==> src/rtl/sram_arbiter_if.sv <==
// Loader, game-core and SRAM pin bundle for sram_arbiter.
// The arbiter connects through the master modport. The environment (pins, loader, core) connects through slave.
interface sram_arbiter_if;
  logic        ldr_req;
  logic [18:0] ldr_addr;
  logic [7:0]  ldr_data;
  logic        ldr_ack;
  logic [18:0] core_addr;
  logic [7:0]  core_data;
  logic [18:0] sram_addr;
  logic [7:0]  sram_dout;
  logic        sram_doe;
  logic [7:0]  sram_din;
  logic        sram_we_n;
  logic [7:0]  videoconfig;
  logic        cfg_done;
  logic        core_reset;

  modport master (
    input  ldr_req, ldr_addr, ldr_data, core_addr, sram_din,
    output ldr_ack, core_data, sram_addr, sram_dout, sram_doe, sram_we_n,
           videoconfig, cfg_done, core_reset
  );

  modport slave (
    output ldr_req, ldr_addr, ldr_data, core_addr, sram_din,
    input  ldr_ack, core_data, sram_addr, sram_dout, sram_doe, sram_we_n,
           videoconfig, cfg_done, core_reset
  );
endinterface

==> src/rtl/sram_arbiter.sv <==
// Single-port SRAM arbiter: the power-on config byte read, the game-core ROM reads, and the loader writes.
// While the loader owns the SRAM, and for RST_HOLD cycles after its last write, the game core is kept in reset.
module sram_arbiter #(
  parameter logic [18:0] CFG_ADDR  = 19'h08FD5,
  parameter int unsigned CFG_DELAY = 32,
  parameter int unsigned WR_PULSE  = 2,
  parameter int unsigned RST_HOLD  = 255
) (
  input  logic           clk,
  input  logic           reset,
  sram_arbiter_if.master bus
);
  localparam int unsigned CNT_MAX = (CFG_DELAY > WR_PULSE) ? CFG_DELAY : WR_PULSE;
  localparam int unsigned CNT_W   = $clog2(CNT_MAX + 1);
  localparam int unsigned HOLD_W  = $clog2(RST_HOLD + 1);
  localparam logic [CNT_W-1:0]  CFG_LAST   = CNT_W'(CFG_DELAY - 1);
  localparam logic [CNT_W-1:0]  PULSE_LAST = CNT_W'(WR_PULSE - 1);
  localparam logic [HOLD_W-1:0] HOLD_LOAD  = HOLD_W'(RST_HOLD);

  typedef enum logic [2:0] {
    S_CFG_WAIT, S_CFG_LATCH, S_READ, S_WR_SETUP, S_WR_PULSE, S_WR_HOLD
  } state_e;

  state_e              state_q, state_d;
  logic [CNT_W-1:0]    cnt_q, cnt_d;
  logic [HOLD_W-1:0]   hold_q, hold_d;
  logic [18:0]         wr_addr_q, wr_addr_d;
  logic [7:0]          wr_data_q, wr_data_d;
  logic [7:0]          core_data_q, core_data_d;
  logic [7:0]          videoconfig_q, videoconfig_d;
  logic                cfg_done_q, cfg_done_d;
  logic                ldr_ack_q, ldr_ack_d;
  logic                core_reset_q, core_reset_d;

  always_comb begin
    state_d       = state_q;
    cnt_d         = cnt_q;
    hold_d        = hold_q;
    wr_addr_d     = wr_addr_q;
    wr_data_d     = wr_data_q;
    core_data_d   = core_data_q;
    videoconfig_d = videoconfig_q;
    cfg_done_d    = cfg_done_q;
    case (state_q)
      S_CFG_WAIT: begin
        if (cnt_q == CFG_LAST) begin
          state_d = S_CFG_LATCH;
          cnt_d   = '0;
        end else begin
          cnt_d = cnt_q + CNT_W'(1);
        end
      end
      S_CFG_LATCH: begin
        videoconfig_d = bus.sram_din;
        cfg_done_d    = 1'b1;
        state_d       = S_READ;
      end
      S_READ: begin
        core_data_d = bus.sram_din;
        if (hold_q != '0) hold_d = hold_q - HOLD_W'(1);
        // The write address and data are captured here, so a loader that changes them mid-write has no effect.
        if (bus.ldr_req) begin
          state_d   = S_WR_SETUP;
          wr_addr_d = bus.ldr_addr;
          wr_data_d = bus.ldr_data;
        end
      end
      S_WR_SETUP: begin
        state_d = S_WR_PULSE;
        cnt_d   = '0;
      end
      S_WR_PULSE: begin
        if (cnt_q == PULSE_LAST) begin
          state_d = S_WR_HOLD;
          cnt_d   = '0;
        end else begin
          cnt_d = cnt_q + CNT_W'(1);
        end
      end
      S_WR_HOLD: begin
        hold_d  = HOLD_LOAD;
        state_d = S_READ;
      end
      default: state_d = S_CFG_WAIT;
    endcase
    // These flags are registered from next-state terms, so each output lines up with the state it describes.
    ldr_ack_d    = (state_d == S_WR_HOLD);
    core_reset_d = (state_d != S_READ) || (hold_d != '0);
  end

  always_ff @(posedge clk) begin
    if (reset) begin
      state_q       <= S_CFG_WAIT;
      cnt_q         <= '0;
      hold_q        <= '0;
      wr_addr_q     <= '0;
      wr_data_q     <= '0;
      core_data_q   <= '0;
      videoconfig_q <= '0;
      cfg_done_q    <= 1'b0;
      ldr_ack_q     <= 1'b0;
      core_reset_q  <= 1'b1;
    end else begin
      state_q       <= state_d;
      cnt_q         <= cnt_d;
      hold_q        <= hold_d;
      wr_addr_q     <= wr_addr_d;
      wr_data_q     <= wr_data_d;
      core_data_q   <= core_data_d;
      videoconfig_q <= videoconfig_d;
      cfg_done_q    <= cfg_done_d;
      ldr_ack_q     <= ldr_ack_d;
      core_reset_q  <= core_reset_d;
    end
  end

  // The SRAM pins are decoded only from the state register and the latched write values.
  always_comb begin
    bus.sram_addr = CFG_ADDR;
    bus.sram_doe  = 1'b0;
    bus.sram_we_n = 1'b1;
    case (state_q)
      S_READ: bus.sram_addr = bus.core_addr;
      S_WR_SETUP, S_WR_HOLD: begin
        bus.sram_addr = wr_addr_q;
        bus.sram_doe  = 1'b1;
      end
      S_WR_PULSE: begin
        bus.sram_addr = wr_addr_q;
        bus.sram_doe  = 1'b1;
        bus.sram_we_n = 1'b0;
      end
      default: ;
    endcase
  end

  assign bus.sram_dout   = wr_data_q;
  assign bus.core_data   = core_data_q;
  assign bus.videoconfig = videoconfig_q;
  assign bus.cfg_done    = cfg_done_q;
  assign bus.ldr_ack     = ldr_ack_q;
  assign bus.core_reset  = core_reset_q;
endmodule

==> src/flat_wrapper.sv <==
// flat-port wrapper written by rule: the top's interface ports become plain ports
module sram_arbiter_flat 
#(
  parameter logic [18:0] CFG_ADDR  = 19'h08FD5,
  parameter int unsigned CFG_DELAY = 32,
  parameter int unsigned WR_PULSE  = 2,
  parameter int unsigned RST_HOLD  = 255
)
  (clk, reset, bus_ldr_req, bus_ldr_addr, bus_ldr_data, bus_core_addr, bus_sram_din, bus_ldr_ack, bus_core_data, bus_sram_addr, bus_sram_dout, bus_sram_doe, bus_sram_we_n, bus_videoconfig, bus_cfg_done, bus_core_reset);
  sram_arbiter_if bus_i ();
  input  logic clk;
  input  logic reset;
  input wire logic [$bits(bus_i.ldr_req)-1:0] bus_ldr_req;
  input wire logic [$bits(bus_i.ldr_addr)-1:0] bus_ldr_addr;
  input wire logic [$bits(bus_i.ldr_data)-1:0] bus_ldr_data;
  input wire logic [$bits(bus_i.core_addr)-1:0] bus_core_addr;
  input wire logic [$bits(bus_i.sram_din)-1:0] bus_sram_din;
  output wire logic [$bits(bus_i.ldr_ack)-1:0] bus_ldr_ack;
  output wire logic [$bits(bus_i.core_data)-1:0] bus_core_data;
  output wire logic [$bits(bus_i.sram_addr)-1:0] bus_sram_addr;
  output wire logic [$bits(bus_i.sram_dout)-1:0] bus_sram_dout;
  output wire logic [$bits(bus_i.sram_doe)-1:0] bus_sram_doe;
  output wire logic [$bits(bus_i.sram_we_n)-1:0] bus_sram_we_n;
  output wire logic [$bits(bus_i.videoconfig)-1:0] bus_videoconfig;
  output wire logic [$bits(bus_i.cfg_done)-1:0] bus_cfg_done;
  output wire logic [$bits(bus_i.core_reset)-1:0] bus_core_reset;
  assign bus_i.ldr_req = bus_ldr_req;
  assign bus_i.ldr_addr = bus_ldr_addr;
  assign bus_i.ldr_data = bus_ldr_data;
  assign bus_i.core_addr = bus_core_addr;
  assign bus_i.sram_din = bus_sram_din;
  assign bus_ldr_ack = bus_i.ldr_ack;
  assign bus_core_data = bus_i.core_data;
  assign bus_sram_addr = bus_i.sram_addr;
  assign bus_sram_dout = bus_i.sram_dout;
  assign bus_sram_doe = bus_i.sram_doe;
  assign bus_sram_we_n = bus_i.sram_we_n;
  assign bus_videoconfig = bus_i.videoconfig;
  assign bus_cfg_done = bus_i.cfg_done;
  assign bus_core_reset = bus_i.core_reset;
  sram_arbiter #(.CFG_ADDR(CFG_ADDR), .CFG_DELAY(CFG_DELAY), .WR_PULSE(WR_PULSE), .RST_HOLD(RST_HOLD)) u_core (.clk(clk), .reset(reset), .bus(bus_i));
endmodule
==> config.mk <==
export PLATFORM = sky130hd
export DESIGN_NAME = sram_arbiter_flat
export DESIGN_NICKNAME = d
export VERILOG_FILES = /design/src/rtl/sram_arbiter_if.sv /design/src/rtl/sram_arbiter.sv /design/src/flat_wrapper.sv
export SDC_FILE = /design/constraint.sdc
export NUM_CORES = 1
export LEC_CHECK = 0
export ABC_CLOCK_PERIOD_IN_PS = 2900
export BUFFER_PORTS_ARGS = -buffer_cell sky130_fd_sc_hd__buf_2
export CAP_MARGIN = 20
export CORE_ASPECT_RATIO = 1.5
export CORE_MARGIN = 2
export CORE_UTILIZATION = 37
export DETAILED_ROUTE_END_ITERATION = 7
export PLACE_DENSITY = 0.66
export SYNTH_ARGS = -nofsm -noshare
export SYNTH_HDL_FRONTEND = slang
export SYNTH_SLANG_ARGS = --single-unit
==> constraint.sdc <==
create_clock -name clk -period 2.9 [get_ports clk]
set_clock_uncertainty 0.15 [all_clocks]
set_input_delay 0.29 -clock clk [delete_from_list [all_inputs] [get_ports clk]]
set_output_delay 0.29 -clock clk [all_outputs]
set_load 0.005 [all_outputs]
Yosys cells after proc, flatten, opt, wreduce, memory -nomap -nowiden
Index checks and enable logic that the tools add are counted.

storage, ports and cells
  bits in registers = 63

cells by class
  eq/ne operators = 9
  muxes and demuxes = 12
  reduce and logical (&&, ||, !) cells = 8
  add/sub/neg operators = 2

operator list
  kind                                                   number
  case mux 19 bit (2 select lines)                       1
  case mux 6 bit (3 select lines)                        1
  case mux 8 bit (2 select lines)                        1
  nonzero test 8 bit                                     2
  case mux 3 bit (5 select lines)                        1
  2-to-1 mux 6 bit                                       2
  == test 3 bit, second input constant                   3
  2-to-1 mux 3 bit                                       3
  2-to-1 mux 8 bit                                       1
  subtractor 8 x 1 -> 8 bit, second input constant       1
  adder 6 x 1 -> 6 bit, second input constant            1
  == test 3 x 2 -> 1 bit, second input constant          2
  == test 6 x 1 -> 1 bit, second input constant          1
  == test 6 x 5 -> 1 bit, second input constant          1
  == test 3 x 1 -> 1 bit, second input constant          1
  logical NOT 3 bit                                      1
  inequality test 3 x 2 -> 1 bit, second input constant  1
  nonzero test 3 bit                                     1
  OR reduction 3 bit                                     1
  2-to-1 mux 1 bit                                       2
  AND reduction 2 bit                                    1
  OR reduction 2 bit                                     1
  logical OR 1 bit                                       1

Longest topological paths before layout
  depth in word-level cells = 5
  mapped depth = 8
  mapped depth without buffers = 7

Least setup slack after synthesis
No wires, ideal clock.

  kind = flip-flop to flip-flop
  from = register u_core.hold_q[0]
  to = register u_core.core_reset_q, in the netlist u_core.bus.core_reset
  setup time = 0.131 ns
  path slack = 0.879 ns
  path buffers = 1
  stages on the path, launching flop included = 9
  arrival = 1.740 ns
  clock period less this slack = 2.021 ns
  cells stage by stage = dfxtp_1 clkbuf_1 inv_1 ha_1 or3b_2 o21a_1 mux2i_1 nor3b_1 nand4_1

on the way
  cells in the longest elaborated chain, start to end = 5
  elaborated cells between the ends (all ways) = 6
  classes of those cells = 1 x add/sub; 2 x mux; 3 x reduce/logical

ends and longest elaborated chain
  element                                                          RTL line             RTL
  start: declaration                                               sram_arbiter.sv:26   logic [HOLD_W-1:0] hold_q, hold_d;
  start signal: assignment                                         sram_arbiter.sv:106  hold_q <= hold_d;
  subtractor 8 x 1 -> 8 bit or nonzero test 8 bit (tied branches)  sram_arbiter.sv:60   if (hold_q != '0) hold_d = hold_q - HOLD_W'(1);
  2-to-1 mux 8 bit                                                 sram_arbiter.sv:60
  case mux 8 bit (2 select lines) (*)                              sram_arbiter.sv:44   case (state_q)
  nonzero test 8 bit (*)                                           sram_arbiter.sv:88   core_reset_d = (state_d != S_READ) || (hold_d != '0);
  logical OR 1 bit (*)                                             sram_arbiter.sv:88
  end signal: assignment                                           sram_arbiter.sv:113  core_reset_q <= core_reset_d;
  end: declaration                                                 sram_arbiter.sv:33   logic core_reset_q, core_reset_d;

Every way passes the cells marked *; elsewhere a longest branch is shown, timed or not.
A chain may end at the register's enable or synchronous reset.

Worst setup path in the final report
  from = register u_core.state_q[1]
  to = register u_core.core_reset_q, in the netlist u_core.bus.core_reset

on the way
  cells in the longest elaborated chain, start to end = 5
  elaborated cells between the ends (all ways) = 15
  classes of those cells = 6 x eq/ne; 5 x mux; 4 x reduce/logical

ends and longest elaborated chain
  element                                                  RTL line             RTL
  start: declaration                                       sram_arbiter.sv:24   state_e state_q, state_d;
  start signal: assignment                                 sram_arbiter.sv:104  state_q <= state_d;
  == test 3 x 1 -> 1 bit or == test 3 bit (tied branches)  sram_arbiter.sv:44
  OR reduction 2 bit (no line)                             --
  case mux 3 bit (5 select lines)                          sram_arbiter.sv:44
  inequality test 3 x 2 -> 1 bit                           sram_arbiter.sv:88
  logical OR 1 bit (*)                                     sram_arbiter.sv:88

Marked as above.

==> results.yml <==
logic_synthesis:
  synth.top_cell.area_share_pct: 46.6
  synth_nets: 389
  synth_compound_area_share_pct: 18.8
  synth_flop_cell: "dfxtp_1"
  synth_cells: 328
  muxShareOfSynthArea_pct: 3.74
  synth_most_common_cell: "nand2_1"
  synthTopCellsByArea: "dfxtp_1 47%, nand2_1 11%, a21oi_1 7.6%"
  yosysSeqAreaShare_pct: 46.6
  async_flop_share_pct: 0
  synthTopCellsByCount: "78 x nand2_1, 63 x dfxtp_1, 41 x a21oi_1"
  syn_avg_cell_area_um2: 8.25
  yosysWarnings: 0
  yosys.area_share.simple_pct: 23.9
  synth-xor-area-share_pct: 1.62
  ys_types: 46
  synth_fa_ha_area_share_pct: 1.85
  syn_area_mm2: 0.00271
  ys_ff_latch: 63
  synth_top_family_by_area: "simple AND/OR/NAND/NOR gates"
  synth-edff-count: 0
  synth_top_area_cell: "dfxtp_1"
clock_network:
  htreeDepth: 3
  clock_sinks: 63
  ctsResizeCount: 0
  clkTransAtPathRegs_ns: 0.07
  worstSkewPairLatency_ns: 0.34
  clock_path_buffers: 2
  cts_buffers: 9
  cts_root_buf: "clkbuf_8"
  cts_tree: "done"
  hold_buffers: 0
  cts_setup_buffers: 0
setup_path:
  path_cells: "or3b_2, nor4_1, mux2_2, nor2_1, nand4_1"
  crit_arrival_ns: 2.56
  start_kind: "register"
  crit_type: "register to register"
  worst-r2r-setup-slack_ns: 0.41
  cpMaxStageDelayCell: "or3b_2"
  critPathRequiredTime_ns: 2.97
  critPathMaxFanout: 21
  critPathMaxStageDelay_ns: 0.73
  endpoint_kind: "register"
layout:
  insertedDiodeCount: 0
  utilization_pct: 49.0
  syn_to_final_growth_pct: 30.0
  layout.nets: 487
  drive_gt1_share_pct: 30.4
drt:
  via_per_inst: 5.00
  drtIter0Drc: 124
  drc_errors: 0
  post_drt_wl_per_cell_um: 13.4
  via_count: 2655
  dr.pass1.iters: 4
  routed_wl_um: 7130
  ant_nets: 0
floorplanning:
  num_rows: 38
  io_pins: 105
  die_y_um: 109
  coreArea_mm2: 0.00718
  start_util_pct: 37.7
  fp.dieW_um: 73.8
  dieArea_mm2: 0.00803
timing:
  fmax_ghz: 0.402
  drv_slew: 0
  max_slew_margin_pct: 29.0
  hold_viol_final: 0
  worst_slack_ns: 0.412
  grt_setup_unrepaired: "no"
  finalCritPeriodShare_pct: 85.8
  setup_viol: 0
  period_needed_ns: 2.49
  worst_pin_slew_ns: 1.06
  finalSetupTns_ns: 0
placement:
  gp_congestion: 0.818
  place_hpwl_um: 4940
  pre_cts_ws_ns: 0.425
  port_buffers: 104
pwr:
  p_per_area_mw_per_mm2: 496
  vdd_drop_max_mv: 0.255
  p_leak_nw: 1.47
global_routing:
  antenna_found_initial: 0
  grt.total_usage_pct: 18.0
  first_global_vias: 2282
  grt_pass1_wl_um: 10900
  grt_start_max_net_pins: 58
  overflow: 0
run:
  drv_cap: 0
outcome:
  outcome: "finished, final reports clean"
worst_hold_path:
  min_path_type: "primary input to register"
==> worst max-delay path, delay by kind of cell, from the launching register on <==
| family | cells | cell delay (ns) |
|---|---|---|
| mux | 1 | 0.37 |
| simple gates | 4 | 1.29 |
| flops | 1 | 0.56 |
==> registers in the layout, summed over array words and instances, names as in the netlist <==
register	flops
u_core.bus.core_reset	1
u_core.bus.core_data	8
u_core.state_q	3
u_core.bus.sram_dout	8
u_core.cnt_q	6
u_core.bus.ldr_ack	1
u_core.bus.cfg_done	1
u_core.bus.videoconfig	8
u_core.wr_addr_q	19
u_core.hold_q	8
==> power breakdown <==
part           total [mW]  internal [mW]  switching [mW]  leakage [nW]
registers           0.873          0.869         0.00391         0.508
clock network       0.811          0.482           0.329         0.104
logic              0.0626         0.0333          0.0293         0.858
total                1.75           1.38           0.362          1.47
==> final timing paths <==
kind	start	end	depth (start not counted)
setup / recovery	u_core.state_q[1]$_SDFF_PP0_	u_core.bus.core_reset$_SDFF_PP1_	5
hold / removal	bus_ldr_data[5]	u_core.bus.sram_dout[5]$_SDFFE_PP0P_	3
setup reg to reg	u_core.state_q[1]$_SDFF_PP0_	u_core.bus.core_reset$_SDFF_PP1_	5
hold reg to reg	u_core.bus.sram_dout[3]$_SDFFE_PP0P_	u_core.bus.sram_dout[3]$_SDFFE_PP0P_	2
==> through the flow <==
stage / cell area [um2] / std cells / total power, mW / hold WS (ns)
after floorplan: 2710 / 328 / 0.911 / 0.221
after global routing: 3520 / 531 / 1.82 / 0.0144
after CTS: 3510 / 530 / 1.77 / 0.0115
after global placement: 3300 / 514 / 0.954 / 0.290
after detailed placement: 3300 / 514 / 0.955 / 0.294
final: 3520 / 531 / 1.75 / 0.0301
==> cell families after synthesis <==
| family | after synthesis |
|---|---|
| xor+xnor | 5 |
| fa+ha+maj | 4 |
| compound gates | 78 |
| simple gates | 143 |
| buf+inv | 25 |
| flops | 63 |
| mux | 10 |
==> cell usage in the layout, fill, tap and decap left out, types with 2 or more instances in the layout <==
cell type,synthesis,routed
buf_2,1,104
nand2_1,78,78
dfxtp_1,63,63
a21oi_1,41,41
nor2_1,28,28
o22a_1,10,10
a22o_1,9,9
mux2i_1,9,9
clkbuf_8,0,9
nor4_1,4,4
and3_1,4,4
ha_1,4,4
nor2b_1,3,3
inv_1,3,3
nor3_1,3,3
o21ai_0,3,3
xor2_1,3,3
nand4_1,3,3
nand3_1,3,3
clkbuf_1,20,3
buf_4,0,3
or3b_2,2,2
or4_1,2,2
o21ba_2,2,2
xnor2_1,2,2
a22oi_1,2,2
and2_1,2,2
nor3b_1,3,2
o31ai_1,2,2
bufinv_16,0,2
clkinv_2,0,2
==> per-layer routing <==
layer	up-vias	wire length [um]	track usage (%)
li1	1333	-	-
met1	1225	3080	21.6
met2	81	3480	28.2
met3	16	334	4.44
met4	0	232	11.3
met5	-	0	0
==> final cells by class <==
class                   instances  area [um2]
clock inverters                 4        70.1
well taps                     100         125
inverters                       4        15.0
clock buffers                  12         135
multi-input cells             240        1360
flip-flops and latches         63        1260
repair buffers                108         558
fillers                       718        3660
No activity file was read; power rests on OpenSTA's default activity.
